[config.mk]
export PLATFORM = sky130hd
export DESIGN_NAME = ref_data_prefetcher
export DESIGN_NICKNAME = d
export VERILOG_FILES = /design/src/rtl/md_ref_pkg.sv /design/src/rtl/ref_fifo.sv /design/src/rtl/ref_data_prefetcher.sv
export SDC_FILE = /design/constraint.sdc
export NUM_CORES = 1
export LEC_CHECK = 0
export BUFFER_PORTS_ARGS = -buffer_cell sky130_fd_sc_hd__buf_2
export CORE_MARGIN = 2
export CORE_UTILIZATION = 52
export CTS_CLUSTER_DIAMETER = 50
export CTS_CLUSTER_SIZE = 30
export DETAILED_ROUTE_END_ITERATION = 12
export PLACE_DENSITY_LB_ADDON = 0.2
export SLEW_MARGIN = 5
export SYNTH_ARGS = -nofsm -noshare
export SYNTH_HDL_FRONTEND = slang
export SYNTH_SLANG_ARGS = --single-unit
[constraint.sdc]
create_clock -name clk -period 5.3 [get_ports clk]
set_input_delay 1.59 -clock clk [delete_from_list [all_inputs] [get_ports clk]]
set_output_delay 1.59 -clock clk [all_outputs]
set_load 0.05 [all_outputs]
[src/rtl/md_ref_pkg.sv]
// Shared types for the reference-particle prefetcher: per-axis cell IDs,
// queue entries, the pass-control state encoding and the coordinate width rule.
package md_ref_pkg;

  localparam int REF_OFFSET_WIDTH      = 29;
  localparam int REF_CELL_ID_WIDTH     = 3;
  localparam int REF_PARTICLE_ID_WIDTH = 7;
  localparam int REF_DATA_WIDTH        = REF_OFFSET_WIDTH + REF_CELL_ID_WIDTH;

  // An assembled coordinate is the cell ID sitting directly above the offset.
  function automatic int ref_data_width(input int offset_width, input int cell_id_width);
    return offset_width + cell_id_width;
  endfunction

  typedef struct packed {
    logic [REF_CELL_ID_WIDTH-1:0] idz;
    logic [REF_CELL_ID_WIDTH-1:0] idy;
    logic [REF_CELL_ID_WIDTH-1:0] idx;
  } cell_id_t;

  typedef struct packed {
    logic [REF_PARTICLE_ID_WIDTH-1:0] id;
    logic [REF_DATA_WIDTH-1:0]        x;
    logic [REF_DATA_WIDTH-1:0]        y;
    logic [REF_DATA_WIDTH-1:0]        z;
  } ref_entry_t;

  typedef enum logic [1:0] {
    ST_IDLE = 2'd0,
    ST_LOAD = 2'd1,
    ST_RUN  = 2'd2,
    ST_DONE = 2'd3
  } ref_state_e;

endpackage

[src/rtl/ref_fifo.sv]
// Synchronous show-ahead FIFO: the head entry is visible whenever the queue
// is non-empty, and a push into a full queue is accepted if a pop happens too.
module ref_fifo
  import md_ref_pkg::*;
#(
  parameter int  DEPTH   = 4,
  parameter type entry_t = ref_entry_t
) (
  input  logic   clk,
  input  logic   rst,
  input  logic   flush,
  input  logic   push,
  input  entry_t push_data,
  input  logic   pop,
  output entry_t head,
  output logic   full,
  output logic   empty
);

  localparam int PTR_W = (DEPTH > 1) ? $clog2(DEPTH) : 1;
  localparam logic [PTR_W:0] DEPTH_CNT = (PTR_W + 1)'(DEPTH);

  logic [PTR_W-1:0] wr_ptr_q, wr_ptr_d;
  logic [PTR_W-1:0] rd_ptr_q, rd_ptr_d;
  logic [PTR_W:0]   count_q, count_d;
  entry_t           mem_q [DEPTH];
  entry_t           mem_d [DEPTH];
  logic             do_push, do_pop;

  assign full    = (count_q == DEPTH_CNT);
  assign empty   = (count_q == '0);
  assign do_pop  = pop && !empty;
  assign do_push = push && (!full || do_pop);

  // Empty queue presents zeros so downstream never sees stale coordinates.
  assign head = empty ? entry_t'('0) : mem_q[rd_ptr_q];

  always_comb begin
    wr_ptr_d = wr_ptr_q;
    rd_ptr_d = rd_ptr_q;
    count_d  = count_q;
    mem_d    = mem_q;
    if (flush) begin
      wr_ptr_d = '0;
      rd_ptr_d = '0;
      count_d  = '0;
    end else begin
      if (do_push) begin
        mem_d[wr_ptr_q] = push_data;
        wr_ptr_d        = wr_ptr_q + PTR_W'(1);
      end
      if (do_pop) begin
        rd_ptr_d = rd_ptr_q + PTR_W'(1);
      end
      case ({do_push, do_pop})
        2'b10:   count_d = count_q + (PTR_W + 1)'(1);
        2'b01:   count_d = count_q - (PTR_W + 1)'(1);
        default: count_d = count_q;
      endcase
    end
  end

  always_ff @(posedge clk) begin
    if (rst) begin
      wr_ptr_q <= '0;
      rd_ptr_q <= '0;
      count_q  <= '0;
    end else begin
      wr_ptr_q <= wr_ptr_d;
      rd_ptr_q <= rd_ptr_d;
      count_q  <= count_d;
    end
  end

  always_ff @(posedge clk) begin
    mem_q <= mem_d;
  end

endmodule

[src/rtl/ref_data_prefetcher.sv]
// Captures home-cell broadcast particles in ID order into a prefetch queue and
// serves them as reference particles. REF_PREFETCH_STALL_CNT_EN builds the starvation counter.
module ref_data_prefetcher
  import md_ref_pkg::*;
#(
  parameter int OFFSET_WIDTH      = 29,
  parameter int CELL_ID_WIDTH     = 3,
  parameter int DATA_WIDTH        = ref_data_width(OFFSET_WIDTH, CELL_ID_WIDTH),
  parameter int PARTICLE_ID_WIDTH = 7,
  parameter int DEPTH             = 4
) (
  input  logic                         clk,
  input  logic                         rst,
  input  logic                         start,
  input  logic                         count_valid,
  input  logic [PARTICLE_ID_WIDTH-1:0] count_in,
  input  logic                         bcast_valid,
  input  logic [PARTICLE_ID_WIDTH-1:0] bcast_id,
  input  logic [OFFSET_WIDTH-1:0]      bcast_x,
  input  logic [OFFSET_WIDTH-1:0]      bcast_y,
  input  logic [OFFSET_WIDTH-1:0]      bcast_z,
  input  logic [CELL_ID_WIDTH-1:0]     cell_id_x,
  input  logic [CELL_ID_WIDTH-1:0]     cell_id_y,
  input  logic [CELL_ID_WIDTH-1:0]     cell_id_z,
  input  logic                         ref_ready,
  output logic                         ref_valid,
  output logic [DATA_WIDTH-1:0]        ref_x,
  output logic [DATA_WIDTH-1:0]        ref_y,
  output logic [DATA_WIDTH-1:0]        ref_z,
  output logic [PARTICLE_ID_WIDTH-1:0] ref_id,
  output logic [PARTICLE_ID_WIDTH-1:0] ref_particle_count,
  output logic                         all_refs_done,
  output logic [15:0]                  stall_cycles
);

  localparam int CNT_W = PARTICLE_ID_WIDTH + 1;

  typedef struct packed {
    logic [CELL_ID_WIDTH-1:0] idz;
    logic [CELL_ID_WIDTH-1:0] idy;
    logic [CELL_ID_WIDTH-1:0] idx;
  } home_cell_t;

  typedef struct packed {
    logic [PARTICLE_ID_WIDTH-1:0] id;
    logic [DATA_WIDTH-1:0]        x;
    logic [DATA_WIDTH-1:0]        y;
    logic [DATA_WIDTH-1:0]        z;
  } entry_t;

  ref_state_e                   state_q, state_d;
  logic [CNT_W-1:0]             capture_id_q, capture_id_d;
  logic [CNT_W-1:0]             consumed_q, consumed_d;
  logic [PARTICLE_ID_WIDTH-1:0] count_q, count_d;
  logic                         done_q, done_d;

  home_cell_t       home_cell;
  entry_t           push_entry;
  entry_t           head_entry;
  logic             fifo_full, fifo_empty;
  logic             push, pop, in_run;
  logic [CNT_W-1:0] count_ext, bcast_id_ext;

  assign home_cell    = {cell_id_z, cell_id_y, cell_id_x};
  assign in_run       = (state_q == ST_RUN);
  assign count_ext    = {1'b0, count_q};
  assign bcast_id_ext = {1'b0, bcast_id};
  assign ref_valid    = !fifo_empty;

  // A start in the same cycle flushes the queue, so neither side may move.
  assign pop  = in_run && ref_valid && ref_ready && !start;
  assign push = in_run && !start && bcast_valid
                && (bcast_id_ext == capture_id_q)
                && (capture_id_q <= count_ext)
                && (!fifo_full || pop);

  always_comb begin
    push_entry    = '0;
    push_entry.id = bcast_id;
    push_entry.x  = {home_cell.idx, bcast_x};
    push_entry.y  = {home_cell.idy, bcast_y};
    push_entry.z  = {home_cell.idz, bcast_z};
  end

  ref_fifo #(
    .DEPTH   (DEPTH),
    .entry_t (entry_t)
  ) u_fifo (
    .clk       (clk),
    .rst       (rst),
    .flush     (start),
    .push      (push),
    .push_data (push_entry),
    .pop       (pop),
    .head      (head_entry),
    .full      (fifo_full),
    .empty     (fifo_empty)
  );

  assign ref_x              = head_entry.x;
  assign ref_y              = head_entry.y;
  assign ref_z              = head_entry.z;
  assign ref_id             = head_entry.id;
  assign ref_particle_count = count_q;
  assign all_refs_done      = done_q;

  always_comb begin
    state_d      = state_q;
    capture_id_d = capture_id_q;
    consumed_d   = consumed_q;
    count_d      = count_q;
    done_d       = done_q;
    if (start) begin
      state_d      = ST_LOAD;
      capture_id_d = CNT_W'(1);
      consumed_d   = '0;
      done_d       = 1'b0;
    end else begin
      case (state_q)
        ST_LOAD: begin
          if (count_valid) begin
            count_d = count_in;
            if (count_in == '0) begin
              state_d = ST_DONE;
              done_d  = 1'b1;
            end else begin
              state_d = ST_RUN;
            end
          end
        end
        ST_RUN: begin
          if (push) begin
            capture_id_d = capture_id_q + CNT_W'(1);
          end
          if (pop) begin
            consumed_d = consumed_q + CNT_W'(1);
            if ((consumed_q + CNT_W'(1)) == count_ext) begin
              state_d = ST_DONE;
              done_d  = 1'b1;
            end
          end
        end
        default: ;
      endcase
    end
  end

  always_ff @(posedge clk) begin
    if (rst) begin
      state_q      <= ST_IDLE;
      capture_id_q <= CNT_W'(1);
      consumed_q   <= '0;
      count_q      <= '0;
      done_q       <= 1'b0;
    end else begin
      state_q      <= state_d;
      capture_id_q <= capture_id_d;
      consumed_q   <= consumed_d;
      count_q      <= count_d;
      done_q       <= done_d;
    end
  end

`ifdef REF_PREFETCH_STALL_CNT_EN
  logic [15:0] stall_q, stall_d;

  // Starvation: downstream is ready in RUN but nothing has been prefetched yet.
  always_comb begin
    stall_d = stall_q;
    if (start) begin
      stall_d = '0;
    end else if (in_run && ref_ready && !ref_valid && (stall_q != 16'hFFFF)) begin
      stall_d = stall_q + 16'd1;
    end
  end

  always_ff @(posedge clk) begin
    if (rst) begin
      stall_q <= '0;
    end else begin
      stall_q <= stall_d;
    end
  end

  assign stall_cycles = stall_q;
`else
  assign stall_cycles = 16'd0;
`endif

endmodule

## Yosys cells after proc, flatten, opt, wreduce, memory -nomap -nowiden

Cells that the tools add are included.

| storage, ports and cells | value |
|---|---|
| register bits after elaboration | 445 |
| latch bits | 0 |
| RAM bits | 0 |
| ROM bits | 0 |
| input bits | 116 |
| output and inout port bits | 128 |
| word-level logic and storage cells | 100 |
| memories | 0 |

| cells by class | value |
|---|---|
| add/sub/neg operators | 6 |
| multipliers | 0 |
| divide/modulo/power cells | 0 |
| $lt $le $gt $ge | 4 |
| eq/ne operators | 14 |
| shift operators | 0 |
| mux-type cells | 19 |
| bitwise gates (word level) | 3 |
| reductions and logical operators | 29 |

Operators by type and width:

| kind | number |
|---|---|
| 412-bit bitwise mux | 1 |
| 103-bit two-way mux | 4 |
| 103-bit binary-select mux with 2-bit select | 1 |
| 103-bit demux with 2-bit select | 1 |
| 8-bit by 1-bit adder with 8-bit output (second input constant) | 2 |
| 1-bit logical AND | 11 |
| 7-bit by 8-bit == test with 1-bit output | 1 |
| 8-bit by 7-bit == test with 1-bit output | 1 |
| 8-bit by 7-bit less-or-equal comparator with 1-bit output | 1 |
| 4-bit AND reduction | 2 |
| 7-bit zero test | 1 |
| 3-bit greater-or-equal comparator (second input constant) | 2 |
| 1-bit two-way mux | 6 |
| 2-bit two-way mux | 3 |
| 2-bit inequality test (second input constant) | 3 |
| 3-bit inequality test (second input constant) | 2 |
| 2-bit NOT with 3-bit output | 2 |
| 3-bit one-hot mux with 2 select lines | 1 |
| 2-bit AND reduction | 3 |
| 5-bit AND reduction | 1 |
| 2-bit by 1-bit adder with 2-bit output (second input constant) | 2 |
| 2-bit by 1-bit == test with 1-bit output (second input constant) | 2 |
| 2-bit == test (second input constant) | 2 |
| 2-bit one-hot mux with 2 select lines | 1 |
| 15 further kinds | 19 |

## Depth between registers and ports, before layout

| logic depth | value |
|---|---|
| depth in word-level cells | 10 |
| gate-level depth with buffers | 13 |
| depth with buffers taken out | 13 |

## By module

A second synthesis with hierarchy kept.

| second synthesis, totals | value |
|---|---|
| cells, all modules | 903 |
| area, all modules | 17,767.0 µm² |

By module, submodules not included:

| module | times used | cells each | area each (µm²) | seq. area each (µm²) |
|---|---|---|---|---|
| ref_fifo | 1 | 704 | 16,054.1 | 12,512.0 |
| ref_data_prefetcher | 1 | 199 | 1,712.9 | 520.5 |

## Worst setup path after synthesis

No wires, ideal clock.

| timing path | value |
|---|---|
| path type | input-to-reg |
| start | input port start |
| end | register u_fifo.mem_q[0] in the netlist's numbering (enable) |
| library setup time | 0.474 ns |
| arrival | 4.933 ns |
| required time | 4.826 ns |
| setup slack | -0.108 ns |
| stages | 5 |
| path buffers | 1 |
| path through | nor3b_2 nand4_1 nor3_4 clkbuf_1 and3_1 |

| between the ends | value |
|---|---|
| cells in the longest elaborated chain, start to end | 8 |
| elaborated cells on any way between the ends | 13 |
| those cells by class | bitwise: 1; reduce/logical: 12 |

Ends and longest elaborated chain:

| item | RTL line | text |
|---|---|---|
| from (decl) | ref_data_prefetcher.sv:14 | `input logic start,` |
| 1-bit zero test | ref_data_prefetcher.sv:71, ref_data_prefetcher.sv:72 |  |
| 1-bit logical AND (2 in series) | ref_data_prefetcher.sv:72 | `assign push = in_run && !start && bcast_valid` |
| 1-bit logical AND | ref_data_prefetcher.sv:73 | `&& (bcast_id_ext == capture_id_q)` |
| 1-bit logical AND | ref_data_prefetcher.sv:74 | `&& (capture_id_q <= count_ext)` |
| 1-bit logical AND | ref_data_prefetcher.sv:75 | `&& (!fifo_full \|\| pop);` |
| 1-bit logical AND | ref_fifo.sv:33 | `assign do_push = push && (!full \|\| do_pop);` |
| 2-bit AND reduction (no line) (*) | n/a |  |
| to (signal assigned) | ref_fifo.sv:76 | `mem_q <= mem_d;` |
| to (decl) | ref_fifo.sv:26 | `entry_t mem_q [DEPTH];` |

Mark *: on every way between the ends. The rest lies on a longest branch, timed or not.
A chain may end at the register's enable or synchronous reset.

## Worst setup path in the final report

| timing path | value |
|---|---|
| start | register u_fifo.rd_ptr_q[0] |
| end | output port ref_z[15] |

| between the ends | value |
|---|---|
| cells in the longest elaborated chain, start to end | 5 |

Ends and longest elaborated chain:

| item | RTL line | text |
|---|---|---|
| from (decl) | ref_fifo.sv:24 | `logic [PTR_W-1:0] rd_ptr_q, rd_ptr_d;` |
| from (signal assigned) | ref_fifo.sv:70 | `rd_ptr_q <= rd_ptr_d;` |
| 2-bit NOT with 3-bit output (not written as such) | ref_fifo.sv:36 | `assign head = empty ? entry_t'('0) : mem_q[rd_ptr_q];` |
| 103-bit binary-select mux with 2-bit select | ref_fifo.sv:36 |  |
| 103-bit two-way mux (not written as such) (2 in series) | ref_fifo.sv:36 |  |
| 103-bit two-way mux | ref_fifo.sv:36 |  |
| to (decl) | ref_data_prefetcher.sv:29 | `output logic [DATA_WIDTH-1:0] ref_z,` |

Every way passes these cells. The select of a mux whose other input is x is not followed.

==> impl_metrics.toml <==
[cells_and_area]
mostFrequentLayoutCells = "edfxtp_1 (412), buf_2 (227), mux4_2 (103), and2_1 (103), clkbuf_16 (41)"
multi_input_area_um2 = 4280
synthToLayoutAreaGrowth_pct = 18.3
num-fill-cells = 2387
seqCellArea_um2 = 13000
mostFrequentLayoutCell = "edfxtp_1"
postLayoutCoreUtil = 0.622
drive_gt1_frac = 0.368
nets = 1279
design_area_um2 = 20800

[sta]
rsz0062_at_grt = "no"
finalSetupViolCount = 0
slew_viol_final = 0
fmax_ghz = 0.233
setup_tns_ns = 0
fin_skew_ns = 0.0183
period_needed_ns = 4.29
slew_headroom = 0.438
hold_violations = 0
worst_pin_slew_ns = 0.844
fin_crit_sh = 0.809

[route]
drc_errors = 0
drtIter0Drc = 566
drtPass1Iterations = 5
postRouteAntennaNets = 0
wl_per_cell_um = 20.5
detail_route.vias_per_cell = 5.45
num_vias = 8881
wl_um = 33500

[yosys]
syn_area_um2 = 17600
synth.avg_cell_area_um2 = 19.5
synthCells = 903
yosysWarnings = 0
yosys_register_bits = 445
ys_seq_area_frac = 0.741
synth_cell_types = 49
synth_edf_count = 412
synthFlopType = "edfxtp_1"
async_flop_share = 0

[floorplanning]
die_h_um = 188
core_um2 = 33400
dieArea_um2 = 35300
ios = 244
die_w_um = 188
fp-row-count = 67
initial_utilization = 0.525

[global_routing]
grt_pass1_wl_um = 52200
antenna_found_initial = 6
first_global_vias = 9221
grt_max_degree = 78
grtUsageTotal = 0.193
grt_overflow = 0

[clock_tree]
cts_htree_levels = 2
cts_root_buf = "clkbuf_16"
cts_buffers = 39
cts_buffer_depth = 3
clock_sinks = 445
path_clk_slew_ns = 0.07
postCtsHoldBufs = 0
post-cts-setup-buffers = 0
post_cts_resized = 0
insertion_delay_ns = 0.53
cts_tree = "done"

[setup_path]
reg2reg_slack_ns = 1.97
arrival_ns = 2.70
required_ns = 3.71
cp-start-kind = "flip-flop"
reg2reg_to = "u_fifo.count_q[2]"
end_kind = "output port"
path_max_fanout = 35
rr_startpoint = "u_fifo.count_q[0]"
critPathKind = "flip-flop to output port"
worstRegToRegCells = 10

[pwr]
leakagePower_nw = 7.16
finalPower_w = 0.00707
power.density_nw_per_um2 = 340
ir_drop_v = 0.000222

[job]
maxCapViolations = 0

[placed_design]
port_buffers = 227
gp_congestion = 0.760
dp_hpwl_um = 20400
place_area_um2 = 19300

[min_path]
hold_path_startpoint = "all_refs_done"
whs_endpoint = "all_refs_done"
min_path_cells = 1
worstHoldPathType = "flip-flop to flip-flop"

[outcome]
status = "completed"
[routing by layer]
layer,track usage,part of all wire
met1,0.266,0.43
met3,0.0316,0.052
met4,0.0521,0.018
met2,0.325,0.50
met5,0,0.00039
[worst max-delay path, cell delays in order, from the launching register on]
cell	delay, ns
dfxtp_4	0.86
buf_4	0.37
mux4_2	0.56
and2_1	0.17
buf_2	0.20
[area by class of cell]
class                           instances  share of cell area
Inverter                               15             0.00271
Clock inverter                         30              0.0210
Antenna cell                            5            0.000602
Tap cell                              448              0.0270
Timing Repair Buffer                  247              0.0667
Multi-Input combinational cell        400               0.206
Clock buffer                           41              0.0493
Sequential cell                       445               0.627
[worst max path at each step]
stage	startpoint	end	slack [ns]	cells after the start
floorplan	start	u_fifo.mem_q[0]	1.07	5
detailed placement	start	u_fifo.mem_q[188]	1.30	6
finish	u_fifo.rd_ptr_q[0]	ref_z[15]	1.01	4
global placement	start	u_fifo.mem_q[189]	1.31	6
global route	u_fifo.rd_ptr_q[0]	ref_z[15]	0.80	4
CTS	u_fifo.rd_ptr_q[0]	ref_z[6]	0.90	4
[flip-flops by register name (all words and copies together) (netlist names)]
| signal | cells |
|---|---|
| u_fifo.count_q | 3 |
| all_refs_done | 1 |
| u_fifo.wr_ptr_q | 2 |
| u_fifo.mem_q | 412 |
| state_q | 2 |
| capture_id_q | 8 |
| u_fifo.rd_ptr_q | 2 |
| consumed_q | 8 |
| ref_particle_count | 7 |
[stage by stage]
| stage | setup slack [ns] | cells | hold slack, ns |
|---|---|---|---|
| 2_1_floorplan | 1.07 | 918 | 0.449 |
| 3_3_place_gp | 1.31 | 1555 | 0.448 |
| 3_5_place_dp | 1.30 | 1555 | 0.455 |
| 4_1_cts | 0.902 | 1626 | 0.473 |
| 5_1_grt | 0.802 | 1631 | 0.505 |
| 6_report | 1.01 | 1631 | 0.468 |
[synth_stat cells (all sizes together) (2+ instances only)]
cell type / n / share of area
buf: 35 / 0.012
nand4b: 2 / 0.0010
nor2b: 5 / 0.0018
nor3b: 2 / 0.0011
mux4: 103 / 0.13
o211ai: 2 / 0.00085
ha: 14 / 0.010
or4: 2 / 0.00085
or3: 7 / 0.0025
mux2i: 8 / 0.0046
o21ai: 11 / 0.0031
inv: 15 / 0.0032
nor3: 5 / 0.0021
edfxtp: 412 / 0.70
and3: 5 / 0.0018
nor2: 25 / 0.0053
and2: 103 / 0.037
xnor2: 18 / 0.0090
dfxtp: 33 / 0.038
nand4: 9 / 0.0032
o31ai: 2 / 0.00085
xor2: 7 / 0.0035
nand2: 13 / 0.0028
nand3: 11 / 0.0031
a21oi: 13 / 0.0037
clkbuf: 23 / 0.0049
[power by group]
| group | switching, W | total [W] | internal, W |
|---|---|---|---|
| combinational | 0.0000955 | 0.000137 | 0.0000420 |
| clock | 0.00139 | 0.00310 | 0.00171 |
| sequential | 0.00000332 | 0.00383 | 0.00383 |
[cell families (layout without fill, tap and decap cells)]
family / after synthesis / in the layout / synth area share
compound gates: 38 / 38 / 0.0131
xor+xnor: 25 / 25 / 0.0125
fa+ha+maj: 15 / 15 / 0.0111
buf+inv: 73 / 333 / 0.0199
flops: 445 / 445 / 0.741
mux: 111 / 111 / 0.137
other cells: 1 / 21 / 0.000213
simple gates: 195 / 195 / 0.0653
No activity file was read; power rests on OpenSTA's default activity.
